[src/rtl/dmem_pkg.sv]
// dmem_pkg: shared types and constants for the data-memory arbiter.
// Holds FSM state encoding, one-hot size codes and the latched command.
package dmem_pkg;

   typedef enum logic [1:0] {
      IDLE   = 2'd0,
      ACCESS = 2'd1,
      DONE   = 2'd2
   } state_t;

   localparam logic [2:0] SZ_W = 3'b100;
   localparam logic [2:0] SZ_H = 3'b010;
   localparam logic [2:0] SZ_B = 3'b001;

   typedef struct packed {
      logic       b;
      logic       we;
      logic [2:0] size;
      logic       sext;
   } cmd_t;

endpackage

[src/rtl/dmem_load_ext.sv]
// dmem_load_ext: request legality check and big-endian load
// extraction with sign/zero extension.
module dmem_load_ext
   import dmem_pkg::*;
#(
   parameter int ADDR_W = 8
) (
   input  logic [2:0]  chk_size,
   input  logic [31:0] chk_addr,
   output logic        chk_err,
   input  logic        we,
   input  logic [2:0]  size,
   input  logic        sext,
   input  logic [31:0] m_rdata,
   output logic [31:0] rdata
);

   always_comb begin
      chk_err = 1'b0;
      if (!(chk_size inside {SZ_W, SZ_H, SZ_B}))
         chk_err = 1'b1;
      if (chk_size == SZ_H && chk_addr[0])
         chk_err = 1'b1;
      if (chk_size == SZ_W && chk_addr[1:0] != 2'b00)
         chk_err = 1'b1;
      if ((chk_addr >> ADDR_W) != 32'd0)
         chk_err = 1'b1;
   end

   // Addressed byte sits in the top lane of m_rdata.
   always_comb begin
      rdata = '0;
      if (!we) begin
         unique case (size)
            SZ_W: rdata = m_rdata;
            SZ_H: rdata = {{16{sext & m_rdata[31]}}, m_rdata[31:16]};
            SZ_B: rdata = {{24{sext & m_rdata[31]}}, m_rdata[31:24]};
            default: rdata = '0;
         endcase
      end
   end

endmodule

[src/rtl/dmem_arb.sv]
// dmem_arb: round-robin arbiter between the load/store unit (A) and
// the debug/loader port (B) onto a single-cycle data memory.
module dmem_arb
   import dmem_pkg::*;
#(
   parameter int ADDR_W = 8
) (
   input  logic        clk,
   input  logic        rst,
   input  logic        a_req,
   input  logic        b_req,
   input  logic        a_we,
   input  logic        b_we,
   input  logic [2:0]  a_size,
   input  logic [2:0]  b_size,
   input  logic        a_sext,
   input  logic        b_sext,
   input  logic [31:0] a_addr,
   input  logic [31:0] b_addr,
   input  logic [31:0] a_wdata,
   input  logic [31:0] b_wdata,
   output logic        a_gnt,
   output logic        b_gnt,
   output logic        a_done,
   output logic        b_done,
   output logic        a_err,
   output logic        b_err,
   output logic [31:0] a_rdata,
   output logic [31:0] b_rdata,
   output logic        m_cs,
   output logic        m_w,
   output logic        m_r,
   output logic [2:0]  m_sel,
   output logic [31:0] m_addr,
   output logic [31:0] m_wdata,
   input  logic [31:0] m_rdata
);

   state_t      state, state_nx;
   cmd_t        cmd, req_cmd;
   logic [31:0] req_addr, req_wdata;
   logic        prio_b, pick_b, grant, req_err;
   logic [31:0] ext_data;

   always_comb begin
      pick_b       = b_req & (~a_req | prio_b);
      req_cmd.b    = pick_b;
      req_cmd.we   = pick_b ? b_we : a_we;
      req_cmd.size = pick_b ? b_size : a_size;
      req_cmd.sext = pick_b ? b_sext : a_sext;
      req_addr     = pick_b ? b_addr : a_addr;
      req_wdata    = pick_b ? b_wdata : a_wdata;
   end

   dmem_load_ext #(.ADDR_W(ADDR_W)) u_ext (
      .chk_size (req_cmd.size),
      .chk_addr (req_addr),
      .chk_err  (req_err),
      .we       (cmd.we),
      .size     (cmd.size),
      .sext     (cmd.sext),
      .m_rdata  (m_rdata),
      .rdata    (ext_data)
   );

   always_comb begin
      state_nx = state;
      grant    = 1'b0;
      a_gnt    = 1'b0;
      b_gnt    = 1'b0;
      unique case (state)
         IDLE: begin
            if (!rst && (a_req || b_req)) begin
               grant    = 1'b1;
               a_gnt    = ~pick_b;
               b_gnt    = pick_b;
               state_nx = req_err ? DONE : ACCESS;
            end
         end
         ACCESS:  state_nx = DONE;
         DONE:    state_nx = IDLE;
         default: state_nx = IDLE;
      endcase
   end

   always_ff @(posedge clk) begin
      if (rst) begin
         state   <= IDLE;
         cmd     <= '0;
         prio_b  <= 1'b0;
         m_cs    <= 1'b0;
         m_w     <= 1'b0;
         m_r     <= 1'b0;
         m_sel   <= '0;
         m_addr  <= '0;
         m_wdata <= '0;
         a_done  <= 1'b0;
         b_done  <= 1'b0;
         a_err   <= 1'b0;
         b_err   <= 1'b0;
         a_rdata <= '0;
         b_rdata <= '0;
      end else begin
         state   <= state_nx;
         m_cs    <= 1'b0;
         m_w     <= 1'b0;
         m_r     <= 1'b0;
         m_sel   <= '0;
         m_addr  <= '0;
         m_wdata <= '0;
         a_done  <= 1'b0;
         b_done  <= 1'b0;
         a_err   <= 1'b0;
         b_err   <= 1'b0;
         if (grant) begin
            cmd    <= req_cmd;
            prio_b <= ~pick_b;
            if (req_err) begin
               // Illegal request skips the memory cycle entirely.
               a_done <= ~pick_b;
               b_done <= pick_b;
               a_err  <= ~pick_b;
               b_err  <= pick_b;
               if (pick_b) b_rdata <= '0;
               else        a_rdata <= '0;
            end else begin
               m_cs    <= 1'b1;
               m_w     <= req_cmd.we;
               m_r     <= ~req_cmd.we;
               m_sel   <= req_cmd.size;
               m_addr  <= req_addr;
               m_wdata <= req_wdata;
            end
         end
         if (state == ACCESS) begin
            a_done <= ~cmd.b;
            b_done <= cmd.b;
            if (cmd.b) b_rdata <= ext_data;
            else       a_rdata <= ext_data;
         end
      end
   end

endmodule

[config.mk]
export PLATFORM = sky130hd
export DESIGN_NAME = dmem_arb
export DESIGN_NICKNAME = d
export VERILOG_FILES = /design/src/rtl/dmem_pkg.sv /design/src/rtl/dmem_load_ext.sv /design/src/rtl/dmem_arb.sv
export SDC_FILE = /design/constraint.sdc
export NUM_CORES = 1
export LEC_CHECK = 0
export CAP_MARGIN = 20
export CORE_UTILIZATION = 25
export CTS_CLUSTER_SIZE = 14
export DETAILED_ROUTE_END_ITERATION = 8
export GPL_ROUTABILITY_DRIVEN = 0
export SYNTH_ARGS = -nofsm -noshare
export SYNTH_HDL_FRONTEND = slang
export SYNTH_SLANG_ARGS = --single-unit
[constraint.sdc]
create_clock -name clk -period 2.1 [get_ports clk]
set_input_delay 0.21 -clock clk [delete_from_list [all_inputs] [get_ports clk]]
set_output_delay 0.21 -clock clk [all_outputs]
set_load 0.02 [all_outputs]
==> report_table.html <==
<table>
<tr><th>Metric</th><th>Value</th></tr>
<tr><th colspan="2">Detailed routing</th></tr>
<tr><td>Vias post-DR</td><td>around 6,400</td></tr>
<tr><td>Aggregate routed wire length</td><td>~24,000 um</td></tr>
<tr><td>DRC errors left</td><td>0</td></tr>
<tr><td>Average via count per standard cell</td><td>around 4.6</td></tr>
<tr><td>Post-route ant nets</td><td>0</td></tr>
<tr><td>Final routed wire length divided by cell count</td><td>17.11 um</td></tr>
<tr><td>Drt pass-1 iters</td><td>4</td></tr>
<tr><td>Starting DRT DRC Count</td><td>approximately 350</td></tr>
<tr><th colspan="2">STA</th></tr>
<tr><td>Final period demand of the worst path</td><td>~1.9 ns</td></tr>
<tr><td>Final Cycle Share</td><td>approximately 93%</td></tr>
<tr><td>Final-report max-slew violation count</td><td>0</td></tr>
<tr><td>Number of failing hold endpoints at the final stage</td><td>0</td></tr>
<tr><td>Peak Freq</td><td>around 0.51 GHz</td></tr>
<tr><td>Worst clock skew on the final layout</td><td>between 0.01 and 0.015 ns</td></tr>
<tr><td>Final-layout worst hold slack</td><td>between 0.3 and 0.4 ns</td></tr>
<tr><td>Setup repair after global routing missed its margin</td><td>false</td></tr>
<tr><td>Final setup viols</td><td>0</td></tr>
<tr><td>Accumulated negative setup slack</td><td>0 ns</td></tr>
<tr><th colspan="2">Clocking</th></tr>
<tr><td>CTS tree</td><td>built</td></tr>
<tr><td>CTS root buf</td><td>sky130_fd_sc_hd__clkbuf_16</td></tr>
<tr><td>Largest buffer count on any clock path</td><td>2</td></tr>
<tr><td>Cts repair resizes</td><td>4</td></tr>
<tr><td>Number of levels the H-tree was split into</td><td>4</td></tr>
<tr><td>Clk_lat worst skew</td><td>0.43 ns</td></tr>
<tr><td>Count of clock tree sinks</td><td>147</td></tr>
<tr><td>Post-CTS setup-driven buffer insertion count</td><td>0</td></tr>
<tr><td>Total of hold buffers inserted after clock tree synthesis</td><td>0</td></tr>
<tr><td>CTS clock-pin slew for the worst setup and hold paths</td><td>about 0.070 ns</td></tr>
<tr><td>Number of buffers created by CTS</td><td>17</td></tr>
<tr><th colspan="2">Setup path</th></tr>
<tr><td>Slowest CP cell</td><td>sky130_fd_sc_hd__or4_4</td></tr>
<tr><td>Max FO, Critical Path</td><td>15</td></tr>
<tr><td>Crit path largest cell delay</td><td>0.53 ns</td></tr>
<tr><td>Critical Path, Cell by Cell</td><td>clkdlybuf4s50_1 &gt; or4_4 &gt; a2111oi_2 &gt; and4_4 &gt; o2111ai_4 &gt; buf_4 &gt; a21oi_2</td></tr>
<tr><td>Worst path buffer plus inverter count</td><td>2</td></tr>
<tr><td>Type of the setup path with the least slack</td><td>input port to flop</td></tr>
<tr><td>Cell family with most CP delay</td><td>simple AND/OR/NAND/NOR gates</td></tr>
<tr><td>Worst R2R Path Depth</td><td>8</td></tr>
<tr><td>Path length in cells of the critical path</td><td>7</td></tr>
<tr><td>Signal arrival time at the worst endpoint</td><td>~2.3 ns</td></tr>
<tr><td>Crit path required time</td><td>2.46 ns</td></tr>
<tr><td>Type of origin of the critical path</td><td>input port</td></tr>
<tr><td>Capturing element type of the critical path</td><td>flop</td></tr>
<tr><th colspan="2">Finish</th></tr>
<tr><td>Share of post-route cells with drive strength above 1</td><td>about 14%</td></tr>
<tr><td>Area Overhead vs Synth</td><td>71.26%</td></tr>
<tr><td>Design Area, Final</td><td>10,800 um^2</td></tr>
<tr><td>Area of the multi-input gates</td><td>roughly 3200 um^2</td></tr>
<tr><td>Fill cell instance count of the final layout</td><td>around 2,400</td></tr>
<tr><td>Core utilization of the finished layout</td><td>between 40% and 50%</td></tr>
<tr><td>Antenna diode count</td><td>0</td></tr>
<tr><td>Net count, final</td><td>roughly 1,200</td></tr>
<tr><td>Storage element area</td><td>about 2900 um^2</td></tr>
<tr><th colspan="2">Place</th></tr>
<tr><td>Cell area after placement</td><td>about 10,000 um^2</td></tr>
<tr><td>DP HPWL</td><td>~18,000 um</td></tr>
<tr><td>Total of buffers placed on input and output ports</td><td>313</td></tr>
<tr><th colspan="2">Job</th></tr>
<tr><td>Number of max-cap violations</td><td>0</td></tr>
<tr><th colspan="2">Synthesis</th></tr>
<tr><td>Post-synth EDFFs</td><td>0</td></tr>
<tr><td>Number of synthesized register bits</td><td>approximately 150</td></tr>
<tr><td>Portion of synthesized cell area occupied by the leading cell type</td><td>between 40% and 50%</td></tr>
<tr><td>Library cells used by synthesis</td><td>about 50</td></tr>
<tr><td>Instance count of the mapped netlist</td><td>approximately 700</td></tr>
<tr><td>Area contributors post-synth</td><td>sky130_fd_sc_hd__dfxtp_1, sky130_fd_sc_hd__nand2_1, sky130_fd_sc_hd__o21ai_1</td></tr>
<tr><td>Sequential fraction of the synthesis area</td><td>roughly 47%</td></tr>
<tr><td>Area leader, netlist</td><td>sky130_fd_sc_hd__dfxtp_1</td></tr>
<tr><td>Number of warnings printed during yosys synthesis</td><td>0</td></tr>
<tr><td>Average cell area after synthesis</td><td>between 9 and 10 um^2</td></tr>
<tr><td>Top_reg_cell synth</td><td>sky130_fd_sc_hd__dfxtp_1</td></tr>
<tr><td>Cell area after technology mapping</td><td>6309 um^2</td></tr>
<tr><td>Proportion of register bits with asynchronous set or reset after synthesis</td><td>0%</td></tr>
<tr><th colspan="2">Outcome</th></tr>
<tr><td>Run status</td><td>completed</td></tr>
<tr><th colspan="2">Power and ir drop</th></tr>
<tr><td>Overall power of the completed layout</td><td>~0.0070 W</td></tr>
<tr><td>P_leak</td><td>3.936 nW</td></tr>
<tr><td>Max VDD drop</td><td>roughly 0.51 mV</td></tr>
<tr><td>Power per Cell Area</td><td>between 600 and 700 nW/um^2</td></tr>
<tr><th colspan="2">Global route</th></tr>
<tr><td>Vias in the first global route</td><td>approximately 6,100</td></tr>
<tr><td>Total global routing overflow</td><td>0</td></tr>
<tr><td>Maximum number of pins on one net before global-route repair</td><td>42</td></tr>
<tr><td>Tot GR Track Use</td><td>a little under a fifth</td></tr>
<tr><td>Global-route wire length before repair</td><td>between 30,000 and 40,000 um</td></tr>
<tr><td>Initial antenna violation count</td><td>0</td></tr>
<tr><th colspan="2">Floorplanning</th></tr>
<tr><td>Core footprint</td><td>between 20,000 and 25,000 um^2</td></tr>
<tr><td>Floorplan die height</td><td>between 150 and 200 um</td></tr>
<tr><td>Initial standard-cell utilization of the core</td><td>between 20% and 30%</td></tr>
<tr><td>Horizontal extent of the die</td><td>about 160 um</td></tr>
<tr><td>Area enclosed by the die boundary</td><td>around 26,000 um^2</td></tr>
<tr><td>Number of standard-cell rows in the floorplan</td><td>between 50 and 60</td></tr>
<tr><td>Number of I/O pins</td><td>between 300 and 400</td></tr>
<tr><th colspan="2">Min path</th></tr>
<tr><td>Hold-critical path depth</td><td>3</td></tr>
<tr><td>Min-delay worst type</td><td>input port to flop</td></tr>
</table>
## tightest hold or removal path, cell delays in order
cell and delay, ns:
sky130_fd_sc_hd__clkdlybuf4s50_1 0.39, sky130_fd_sc_hd__nand2_1 0.07, sky130_fd_sc_hd__a21oi_2 0.04
## state kept, by name, indices dropped and copies added (netlist names)
signal	cells
m_r	1
a_err	1
a_rdata	32
cmd	6
b_rdata	32
m_cs	1
a_done	1
m_wdata	32
m_sel	3
prio_b	1
m_w	1
state	2
b_done	1
b_err	1
m_addr	32
## layer usage
metal	vias to the layer above	global-route usage, %	share of wire, %
li1	3196	-	-
met1	2948	21.88	42
met2	263	31.19	49
met3	15	5.294	7.7
met4	0	4.374	1.1
met5	-	0	0
## layout make-up
type / count / share of cell area [%]
multi-input cells: 507 / 29.64
repair buffers: 371 / 33.58
clock buffers: 18 / 4.065
well taps: 324 / 3.752
flip-flops and latches: 147 / 27.24
clock inverters: 14 / 1.552
inverters: 5 / 0.1737
## cells in the final DEF, fill, tap and decap left out, types with 3 or more instances in the layout
cell                                n
sky130_fd_sc_hd__clkdlybuf4s50_1  311
sky130_fd_sc_hd__dfxtp_1          147
sky130_fd_sc_hd__nand2_1          141
sky130_fd_sc_hd__o21ai_1           64
sky130_fd_sc_hd__buf_4             52
sky130_fd_sc_hd__a22oi_1           40
sky130_fd_sc_hd__a21oi_2           37
sky130_fd_sc_hd__a211oi_1          33
sky130_fd_sc_hd__nand3b_1          33
sky130_fd_sc_hd__a2bb2oi_1         32
sky130_fd_sc_hd__conb_1            24
sky130_fd_sc_hd__clkbuf_16         17
sky130_fd_sc_hd__and3b_1           16
sky130_fd_sc_hd__o21ai_0           11
sky130_fd_sc_hd__a21oi_1            8
sky130_fd_sc_hd__nor2_1             7
sky130_fd_sc_hd__nor2_2             5
sky130_fd_sc_hd__inv_1              5
sky130_fd_sc_hd__buf_12             5
sky130_fd_sc_hd__or4_1              4
sky130_fd_sc_hd__clkinv_4           4
sky130_fd_sc_hd__inv_6              4
sky130_fd_sc_hd__nor3_1             3
sky130_fd_sc_hd__nor2b_1            3
sky130_fd_sc_hd__and2_1             3
sky130_fd_sc_hd__mux2i_1            3
sky130_fd_sc_hd__a21o_1             3
## through the flow
step,worst slack (ns),cells
after floorplan,0.3001,720
after global placement,-0.4422,1354
after detailed placement,-0.4999,1354
after CTS,0.07160,1386
after global routing,0.04545,1386
final,0.1530,1386
## report_power, final
group	switching, W	internal (W)	leakage, nW
registers	0.0000242	0.00283	1.19
clock network	0.00135	0.00182	0.292
logic	0.000465	0.000540	2.45
total	0.00184	0.00519	3.94
## cells by family (layout without fill, tap and decap cells)
group                  after synthesis  in the layout  share of synthesized area, %
AO/OA/AOI/OAI                      243            243                         28.64
XOR/XNOR                             1              1                        0.1389
buffers and inverters               66            408                         4.661
flip-flops                         147            147                         46.65
multiplexers                         3              3                        0.4760
other                                1             24                       0.05944
AND/OR/NAND/NOR                    236            236                         19.38
## synthesized netlist by cell type (3+ instances only)
master	instances
sky130_fd_sc_hd__dfxtp_1	147
sky130_fd_sc_hd__nand2_1	142
sky130_fd_sc_hd__o21ai_1	64
sky130_fd_sc_hd__clkbuf_1	43
sky130_fd_sc_hd__a22oi_1	40
sky130_fd_sc_hd__a21oi_2	36
sky130_fd_sc_hd__a211oi_1	33
sky130_fd_sc_hd__nand3b_1	33
sky130_fd_sc_hd__a2bb2oi_1	32
sky130_fd_sc_hd__and3b_1	16
sky130_fd_sc_hd__buf_2	13
sky130_fd_sc_hd__o21ai_0	11
sky130_fd_sc_hd__a21oi_1	9
sky130_fd_sc_hd__nor2_1	9
sky130_fd_sc_hd__inv_1	5
sky130_fd_sc_hd__and2_1	4
sky130_fd_sc_hd__buf_6	4
sky130_fd_sc_hd__nor4_1	4
sky130_fd_sc_hd__or4_1	4
sky130_fd_sc_hd__a21o_1	3
sky130_fd_sc_hd__mux2i_1	3
sky130_fd_sc_hd__nor2_2	3
sky130_fd_sc_hd__nor2b_1	3
sky130_fd_sc_hd__nor3_1	3
## path summary, 6_finish.rpt
path | from | to | slack (ns)
min | b_wdata[14] | m_wdata[14] | 0.33
min reg2reg | a_rdata[8] | a_rdata[8] | 0.47
max | a_addr[14] | m_addr[1] | 0.15
max reg2reg | cmd[3] | b_rdata[28] | 0.25
No activity file was read; power rests on OpenSTA's default activity.
